--- src/rtl/round_key_adder_pkg.sv ---
// round_key_adder_pkg: shared sizing defaults and key-index helper for the round-key adder.
package round_key_adder_pkg;
  localparam int NB_DEF = 4;
  localparam int NK_DEF = 8;
  localparam int NR_DEF = NK_DEF + 6;
  localparam int STATE_W_DEF = 32 * NB_DEF;
  localparam int IDX_W = 4;
  // Decryption walks the key schedule backwards from the last round.
  function automatic logic [IDX_W-1:0] key_index(input logic [IDX_W-1:0] round, input logic decrypt, input int nr);
    return decrypt ? IDX_W'(nr) - round : round;
  endfunction
endpackage

--- src/rtl/round_key_store.sv ---
// round_key_store: NR+1 round-key registers with per-entry valid bits and a combinational read port.
module round_key_store
  import round_key_adder_pkg::*;
#(
  parameter int NR = NR_DEF,
  parameter int STATE_W = STATE_W_DEF
) (
  input  logic               clk_in,
  input  logic               rst_n_in,
  input  logic               wr_en_i,
  input  logic [IDX_W-1:0]   wr_idx_i,
  input  logic [STATE_W-1:0] wr_data_i,
  input  logic               flush_i,
  input  logic [IDX_W-1:0]   rd_idx_i,
  output logic [STATE_W-1:0] rd_data_o,
  output logic               rd_valid_o,
  output logic               wr_oob_o
);
  logic [STATE_W-1:0] key_q [NR+1];
  logic [NR:0] valid_q, valid_d;
  logic wr_ok;
  assign wr_oob_o = wr_en_i && (wr_idx_i > IDX_W'(NR));
  assign wr_ok = wr_en_i && !wr_oob_o;
  // Flush wins over a same-cycle write; the stale data left behind is harmless once invalid.
  always_comb begin
    valid_d = valid_q;
    if (wr_ok) valid_d[wr_idx_i] = 1'b1;
    if (flush_i) valid_d = '0;
  end
  always_ff @(posedge clk_in or negedge rst_n_in) begin
    if (!rst_n_in) valid_q <= '0;
    else valid_q <= valid_d;
  end
  always_ff @(posedge clk_in) begin
    if (wr_ok) key_q[wr_idx_i] <= wr_data_i;
  end
  assign rd_valid_o = (rd_idx_i <= IDX_W'(NR)) && valid_q[rd_idx_i];
  assign rd_data_o = key_q[rd_idx_i];
endmodule

--- src/rtl/round_key_adder.sv ---
// round_key_adder: XORs each accepted state block with its round key through one registered output stage.
module round_key_adder
  import round_key_adder_pkg::*;
#(
  parameter int NB = NB_DEF,
  parameter int NK = NK_DEF,
  parameter int NR = NK + 6,
  localparam int STATE_W = 32 * NB
) (
  input  logic               clk_in,
  input  logic               rst_n_in,
  input  logic               key_wr_en_in,
  input  logic [3:0]         key_wr_idx_in,
  input  logic [STATE_W-1:0] key_wr_data_in,
  input  logic               key_flush_in,
  input  logic               blk_valid_in,
  output logic               blk_ready_out,
  input  logic [STATE_W-1:0] blk_data_in,
  input  logic [3:0]         blk_round_in,
  input  logic               decrypt_in,
  output logic               out_valid_out,
  input  logic               out_ready_in,
  output logic [STATE_W-1:0] out_data_out,
  output logic [3:0]         out_round_out,
  output logic               key_err_out,
  output logic [15:0]        blk_count_out
);
  logic accept, rd_miss, key_ok, wr_oob;
  logic [3:0] rd_idx;
  logic [STATE_W-1:0] key;
  logic out_valid_q, out_valid_d, err_q, err_d;
  logic [STATE_W-1:0] data_q, data_d;
  logic [3:0] round_q, round_d;
  logic [15:0] cnt_q, cnt_d;
  round_key_store #(.NR(NR), .STATE_W(STATE_W)) u_store (
    .clk_in     (clk_in),
    .rst_n_in   (rst_n_in),
    .wr_en_i    (key_wr_en_in),
    .wr_idx_i   (key_wr_idx_in),
    .wr_data_i  (key_wr_data_in),
    .flush_i    (key_flush_in),
    .rd_idx_i   (rd_idx),
    .rd_data_o  (key),
    .rd_valid_o (key_ok),
    .wr_oob_o   (wr_oob)
  );
  assign blk_ready_out = !out_valid_q || out_ready_in;
  assign accept = blk_valid_in && blk_ready_out;
  assign rd_idx = key_index(blk_round_in, decrypt_in, NR);
  assign rd_miss = (blk_round_in > 4'(NR)) || !key_ok;
  // A missing key passes the block through untouched and only raises the sticky error.
  always_comb begin
    out_valid_d = accept ? 1'b1 : out_valid_q && !out_ready_in;
    data_d = accept ? blk_data_in ^ ({STATE_W{!rd_miss}} & key) : data_q;
    round_d = accept ? blk_round_in : round_q;
    cnt_d = cnt_q + 16'(accept);
    err_d = err_q || wr_oob || (accept && rd_miss);
  end
  always_ff @(posedge clk_in or negedge rst_n_in) begin
    if (!rst_n_in) begin
      out_valid_q <= 1'b0;
      data_q <= '0;
      round_q <= '0;
      cnt_q <= '0;
      err_q <= 1'b0;
    end else begin
      out_valid_q <= out_valid_d;
      data_q <= data_d;
      round_q <= round_d;
      cnt_q <= cnt_d;
      err_q <= err_d;
    end
  end
  assign out_valid_out = out_valid_q;
  assign out_data_out = data_q;
  assign out_round_out = round_q;
  assign key_err_out = err_q;
  assign blk_count_out = cnt_q;
endmodule

--- config.mk ---
export PLATFORM = sky130hd
export DESIGN_NAME = round_key_adder
export DESIGN_NICKNAME = d
export VERILOG_FILES = /design/src/rtl/round_key_adder_pkg.sv /design/src/rtl/round_key_store.sv /design/src/rtl/round_key_adder.sv
export SDC_FILE = /design/constraint.sdc
export NUM_CORES = 2
export LEC_CHECK = 0
export ABC_AREA = 1
export CAP_MARGIN = 40
export CORE_MARGIN = 4
export CORE_UTILIZATION = 50
export CTS_CLUSTER_DIAMETER = 40
export DETAILED_ROUTE_END_ITERATION = 10
export GPL_ROUTABILITY_DRIVEN = 0
export GPL_TIMING_DRIVEN = 0
export PLACE_DENSITY = 0.64
export SLEW_MARGIN = 30
export SYNTH_ARGS = -nofsm -noshare
export SYNTH_HDL_FRONTEND = slang
export SYNTH_SLANG_ARGS = --single-unit
--- constraint.sdc ---
create_clock -name clk_in -period 3.8 [get_ports clk_in]
set_clock_uncertainty 0.05 [all_clocks]
set_input_delay 0.76 -clock clk_in [delete_from_list [all_inputs] [get_ports clk_in]]
set_output_delay 0.76 -clock clk_in [all_outputs]
set_load 0.01 [all_outputs]
* After elaboration in Yosys (flattened, before gate mapping)
Memories as Yosys holds them, arrays and structs flattened. Index checks and enable logic that the tools add are counted.
Storage, ports and cells: bits in writable memories 1920, bits in registers 165, memories kept 1, input port bits 271, word-level logic and storage cells 45
Memories:
- u_store.key_q | words 15, width 128, rd ports 1, clocked after Yosys merged registers in 0, write ports 1, RTL line round_key_store.sv:19 | logic [STATE_W-1:0] key_q [NR+1];
Operators by class: reductions and logical operators 17, mux-type cells 10, bitwise operators 3, add/sub/neg operators 2, $lt $le $gt $ge 6
Operators with widths (number):
- 128-bit AND | 1
- 128-bit XOR | 1
- 15-bit two-way mux | 2
- 16-bit by 1-bit adder with 16-bit output | 1
- 15-bit bitwise OR | 1
- 4-bit by 5-bit less-than comparator with 1-bit output (second input constant) | 2
- 4-bit greater-than comparator (second input constant) | 2
- 1-bit logical AND | 7
- 1-bit logical NOT | 5
- 1-bit two-way mux | 5
- 1-bit binary-select mux with 4-bit select | 1
- 1-bit demux with 4-bit select | 1
- 4-bit by 1-bit >= comparator with 1-bit output (second input constant) | 1
- 4-bit less-or-equal comparator (second input constant) | 1
- 1-bit logical OR | 4
- 4-bit two-way mux | 1
- 4-bit subtractor (first input constant) | 1
- 2-bit nonzero test | 1

* Longest topological paths before layout
word-level depth 10, depth in mapped cells 16, gate-level depth less buffers 13

* By module
A second synthesis with hierarchy kept.
Second synthesis, totals: cells, all modules 8415, area, all modules 88945.3 µm²
By module, submodules not included:
- round_key_store | area each 80164.4 µm², instances 1, cells an instance 7178
- round_key_adder | area each 8780.9 µm², instances 1, cells an instance 1237

* Worst setup path before layout
OpenSTA, ideal clock, no wires.
path type input -> register, start input key_wr_idx_in[0], end memory u_store.key_q[10][0] (netlist name), enable pin, library setup time 0.774 ns, arrival 9.651 ns, setup slack -6.675 ns, path buffers 0, stages 3, path through inv_1 -> nand3_1 -> nor3_1
Between the ends: longest elaborated chain between the ends 6
Ends and longest elaborated chain:
- start: declaration | RTL line round_key_adder.sv:13 | input logic [3:0] key_wr_idx_in,
- 4-bit greater-than comparator | RTL line round_key_store.sv:22 | assign wr_oob_o = wr_en_i && (wr_idx_i > IDX_W'(NR));
- 1-bit logical AND | RTL line round_key_store.sv:22
- 1-bit logical NOT | RTL line round_key_store.sv:23 | assign wr_ok = wr_en_i && !wr_oob_o;
- 1-bit logical AND | RTL line round_key_store.sv:23
- 1-bit two-way mux | RTL line round_key_store.sv:35 | if (wr_ok) key_q[wr_idx_i] <= wr_data_i;
- 1-bit two-way mux (not written as such) | RTL line round_key_store.sv:35
- end: declaration | RTL line round_key_store.sv:19
Parallel ways exist; a longest one is shown, timed or not.

* Worst setup path in the final report
start input blk_round_in[1], end register data_q[92] (netlist: out_data_out[92])
Between the ends: longest elaborated chain between the ends 10, elaborated cells on any way between the ends 13, classes of those cells add/sub (1); order compare (2); mux (3); bitwise (2); reduce/logical (4); memory (1)
Ends and longest elaborated chain:
- start: declaration | RTL line round_key_adder.sv:19 | input logic [3:0] blk_round_in,
- 4-bit subtractor | RTL line round_key_adder_pkg.sv:10 | return decrypt ? IDX_W'(nr) - round : round;
- 4-bit two-way mux | RTL line round_key_adder_pkg.sv:10
- 1-bit binary-select mux with 4-bit select | RTL line round_key_store.sv:37 | assign rd_valid_o = (rd_idx_i <= IDX_W'(NR)) && valid_q[rd_idx_i];
- 1-bit two-way mux (not written as such) | RTL line round_key_store.sv:37
- 1-bit logical AND | RTL line round_key_store.sv:37
- 1-bit logical NOT | RTL line round_key_adder.sv:50 | assign rd_miss = (blk_round_in > 4'(NR)) || !key_ok;
- 1-bit logical OR | RTL line round_key_adder.sv:50
- 1-bit logical NOT | RTL line round_key_adder.sv:54 | data_d = accept ? blk_data_in ^ ({STATE_W{!rd_miss}} & key) : data_q;
- 128-bit AND (*) | RTL line round_key_adder.sv:54
- 128-bit XOR (*) | RTL line round_key_adder.sv:54
- end signal: assignment | RTL line round_key_adder.sv:68 | data_q <= data_d;
- end: declaration | RTL line round_key_adder.sv:32 | logic [STATE_W-1:0] data_q, data_d;
Mark *: on every way between the ends. The rest lies on a longest branch, timed or not. The select of a mux whose other input is x is not followed. A chain may end at the register's enable or synchronous reset.

==> key figures <==
Run status
  – Result of the run: finished, final reports clean

Synthesis
  – Top_reg_cell synth: edfxtp_1
  – Syn Inst Count: 10,580
  – Yosys synthesis warning count: 0
  – FFs w/ async S/R, synth: about 7.9%
  – Commonest cells post-synth: nand2_1 (5,160), inv_1 (1,945), edfxtp_1 (1,920), nand3_1 (528), buf_2 (367)
  – Post-Syn Nets: ~11,000
  – Proportion of synthesized chip area in sequential cells: 64.44%
  – Avg Cell Area, Syn: around 9.1 um^2
  – Synth top area share: about three fifths
  – Yosys top cell by area: edfxtp_1
  – Post-synthesis cell area: ~96,000 um^2
  – Most instantiated library cell after synthesis: nand2_1
  – Number of storage elements in the synthesis netlist: ~2,100
  – Number of enable flip-flop cells after synthesis: 1,920
  – Number of different library cells in the post-synthesis netlist: 24
  – Cell types with the largest area share after synthesis: edfxtp_1 (60%), nand2_1 (20%), inv_1 (7.6%)

Critical path
  – Worst-case register-to-register setup slack: roughly 900 ps
  – Path type of the worst setup path: in -> reg
  – Worst setup endpoint: out_data_out[92]
  – Worst flop-to-flop path startpoint: out_valid_out
  – Critical Path Source Type: input port
  – Endpoint required time on the critical path: approximately 4500 ps
  – Arr. time, crit path: 4470 ps
  – Endpoint kind of the worst setup timing path: flip-flop
  – Endpoint of the most critical register-to-register path: blk_count_out[14]
  – Number of cell instances on the worst register-to-register path: 13
  – Critical path startpoint: blk_round_in[1]
  – Maximum net fanout on the critical path: 11

Global route
  – Maximum number of pins on one net before global-route repair: 81
  – Global-route wire length before repair: about 420,000 um
  – Tot GR Track Use: 28.23%
  – Antenna violations before repair: 35
  – Vias in the first global route: 68,230
  – Total congestion overflow: 0

STA
  – Max-slew violation count: 0
  – Setup TNS Final: 0 ps
  – Final Hold Slack: 225.8 ps
  – Hold violation count in the final report: 0
  – Setup violation total in the final timing report: 0
  – Final WS setup: between 70 and 80 ps
  – Unrepaired setup endpoints after global routing: no
  – Transition time at the pin with the least slew margin: approximately 920 ps
  – Highest clock frequency the design can meet: ~270 MHz
  – Minimum period implied by the final worst setup slack: 3730 ps
  – Crit share post-route: a little over nine tenths
  – Normalized max-slew margin: about two fifths

Routing
  – Count of unresolved DRC violations after routing: 0
  – Final WL: between 200,000 and 300,000 um
  – Average detailed-routed wire length per instance: between 15 and 20 um
  – Via-per-instance ratio: 5.022
  – Post-route ant nets: 0
  – Violation count after the first detailed-routing iteration: 6,650
  – Number of iterations in the first detailed-routing pass: 9
  – Number of vias in the routed layout: a little over 70,000

Die
  – Number of rows in the core area: 160
  – Area of the core region: around 190,000 um^2
  – Num ports: 422
  – Floorplan die area: approximately 200,000 um^2
  – Horizontal die dimension: 445.9 um
  – Die H: around 450 um
  – Effective utilization at floorplan: roughly half

Placed design
  – Post-place setup slack: -1109 ps
  – Placed standard-cell area: approximately 110,000 um^2
  – Cell Count Post-Placement: 13,680
  – Count of buffers from port buffering: 420
  – Hpwl dp: around 200,000 um

Cells and area
  – Utilization after layout: a little over 60%
  – Area growth, synth to finish: 22.29%
  – Summed area of non-filler cells in the final layout: approximately 120,000 um^2
  – Number of cells in the finished layout apart from fillers: 14,270
  – Share of cells above drive strength 1: approximately a tenth
  – Total Nets Final: about 12,000

Clocking
  – H-tree depth reported by CTS: 5
  – Clock latency at the later pin of the worst-skew pair: a little over 900 ps
  – Clock-pin transition on the worst setup and hold timing paths: ~50 ps
  – Total number of clock tree sinks: ~2,100
  – Clk Tree Root Cell: clkbuf_16
  – CTS tree: done
  – Number of buffers created by CTS: between 300 and 400
  – Postcts setup bufs: 0
  – Number of buffers between clock root and the deepest sink: 4

Power
  – Static leakage: 56.12 nW
  – Total power per unit cell area: approximately 520 nW/um^2
  – Total chip power: between 60 and 70 mW
  – Worst VDD drop: about 360 uV

Run
  – Reported max-cap violation count: 0

Hold path
  – Min-Delay Path Class: in -> async
layout make-up:
cell class                      instances  area, um^2
Antenna cell                           23       57.56
Buffer                                499        2507
Clock buffer                          361        8382
Clock inverter                        203        2066
Fill cell                           15380       73130
Inverter                             1947        7321
Multi-Input combinational cell       6046       24480
Sequential cell                      2085       61780
Tap cell                             2511        3142
Timing Repair Buffer                  593        7516
critical path, stage by stage:
cell and delay [ps]:
clkdlybuf4s50_1 570, ha_1 290, inv_1 60, nand2_1 60, nand2_2 210, buf_2 760, buf_2 390, nand2_1 80
nand2_1 90, nand2_1 50, nand3_1 70, nand2_1 370, nand3_2 430, nand2_1 90, nand3_1 90, nand2_1 60
logic make-up after synthesis:
| kind of cell | after synthesis | synth area share, % |
|---|---|---|
| DFF | 2085 | 64.44 |
| buffers and inverters | 2446 | 10.22 |
| xor gates and xnor gates | 14 | 0.1279 |
| and+or+nand+nor | 6014 | 25.09 |
| AOI/OAI and AO/OA | 15 | 0.08743 |
| adders and majority gates | 3 | 0.03915 |
registers in the layout, indices dropped and copies added, names as in the netlist:
register / count
out_data_out: 128
u_store.valid_q: 15
u_store.key_q: 1920
out_valid_out: 1
key_err_out: 1
out_round_out: 4
blk_count_out: 16
per-layer routing:
layer	up-vias	routed length, um	global-route usage (%)
li1	34460	-	-
met1	33630	114300	37.12
met2	2910	135100	46.14
met3	647	20640	4.307
met4	2	14140	13.59
met5	-	13	0
layout by cell type (no fill, tap or decap), types with 22 or more instances in the layout:
cell	synthesis	final
nand2_1	5160	5159
inv_1	1945	1942
edfxtp_1	1920	1920
nand3_1	528	526
clkdlybuf4s50_1	0	419
buf_2	367	365
clkbuf_16	0	328
dfrtp_1	165	165
nand4_1	129	129
nand3b_1	128	128
clkbuf_1	80	101
buf_16	0	74
buf_6	4	69
nor2_1	58	47
clkinvlp_4	0	41
inv_6	0	40
buf_4	35	38
clkinv_2	0	38
bufinv_16	0	27
buf_8	0	25
clkinv_1	0	24
diode_2	0	23
clkinv_4	0	22
worst min path at each step:
stage	from	to	slack (ps)	cells after the start
2_1_floorplan	rst_n_in	blk_count_out[0]	410	0
5_1_grt	rst_n_in	out_data_out[72]	210	2
3_3_place_gp	blk_count_out[15]	blk_count_out[15]	410	1
4_1_cts	rst_n_in	out_data_out[72]	170	2
3_5_place_dp	blk_count_out[15]	blk_count_out[15]	410	1
6_report	rst_n_in	out_data_out[72]	230	2
repair_timing:
action / in CTS / in global routing
hold endpoints to repair: 85 / 0
hold buffers: 1 / 0
setup endpoints to repair: 1 / 0
resized for setup: 3 / 0
power breakdown:
group / switching [mW] / total (mW) / internal, mW
Combinational: 4.52 / 6.77 / 2.25
Clock: 10.8 / 28.6 / 17.8
Sequential: 0.293 / 26.1 / 25.8
Total: 15.6 / 61.5 / 45.9
Note: power is estimated with default switching activity, not from simulation.
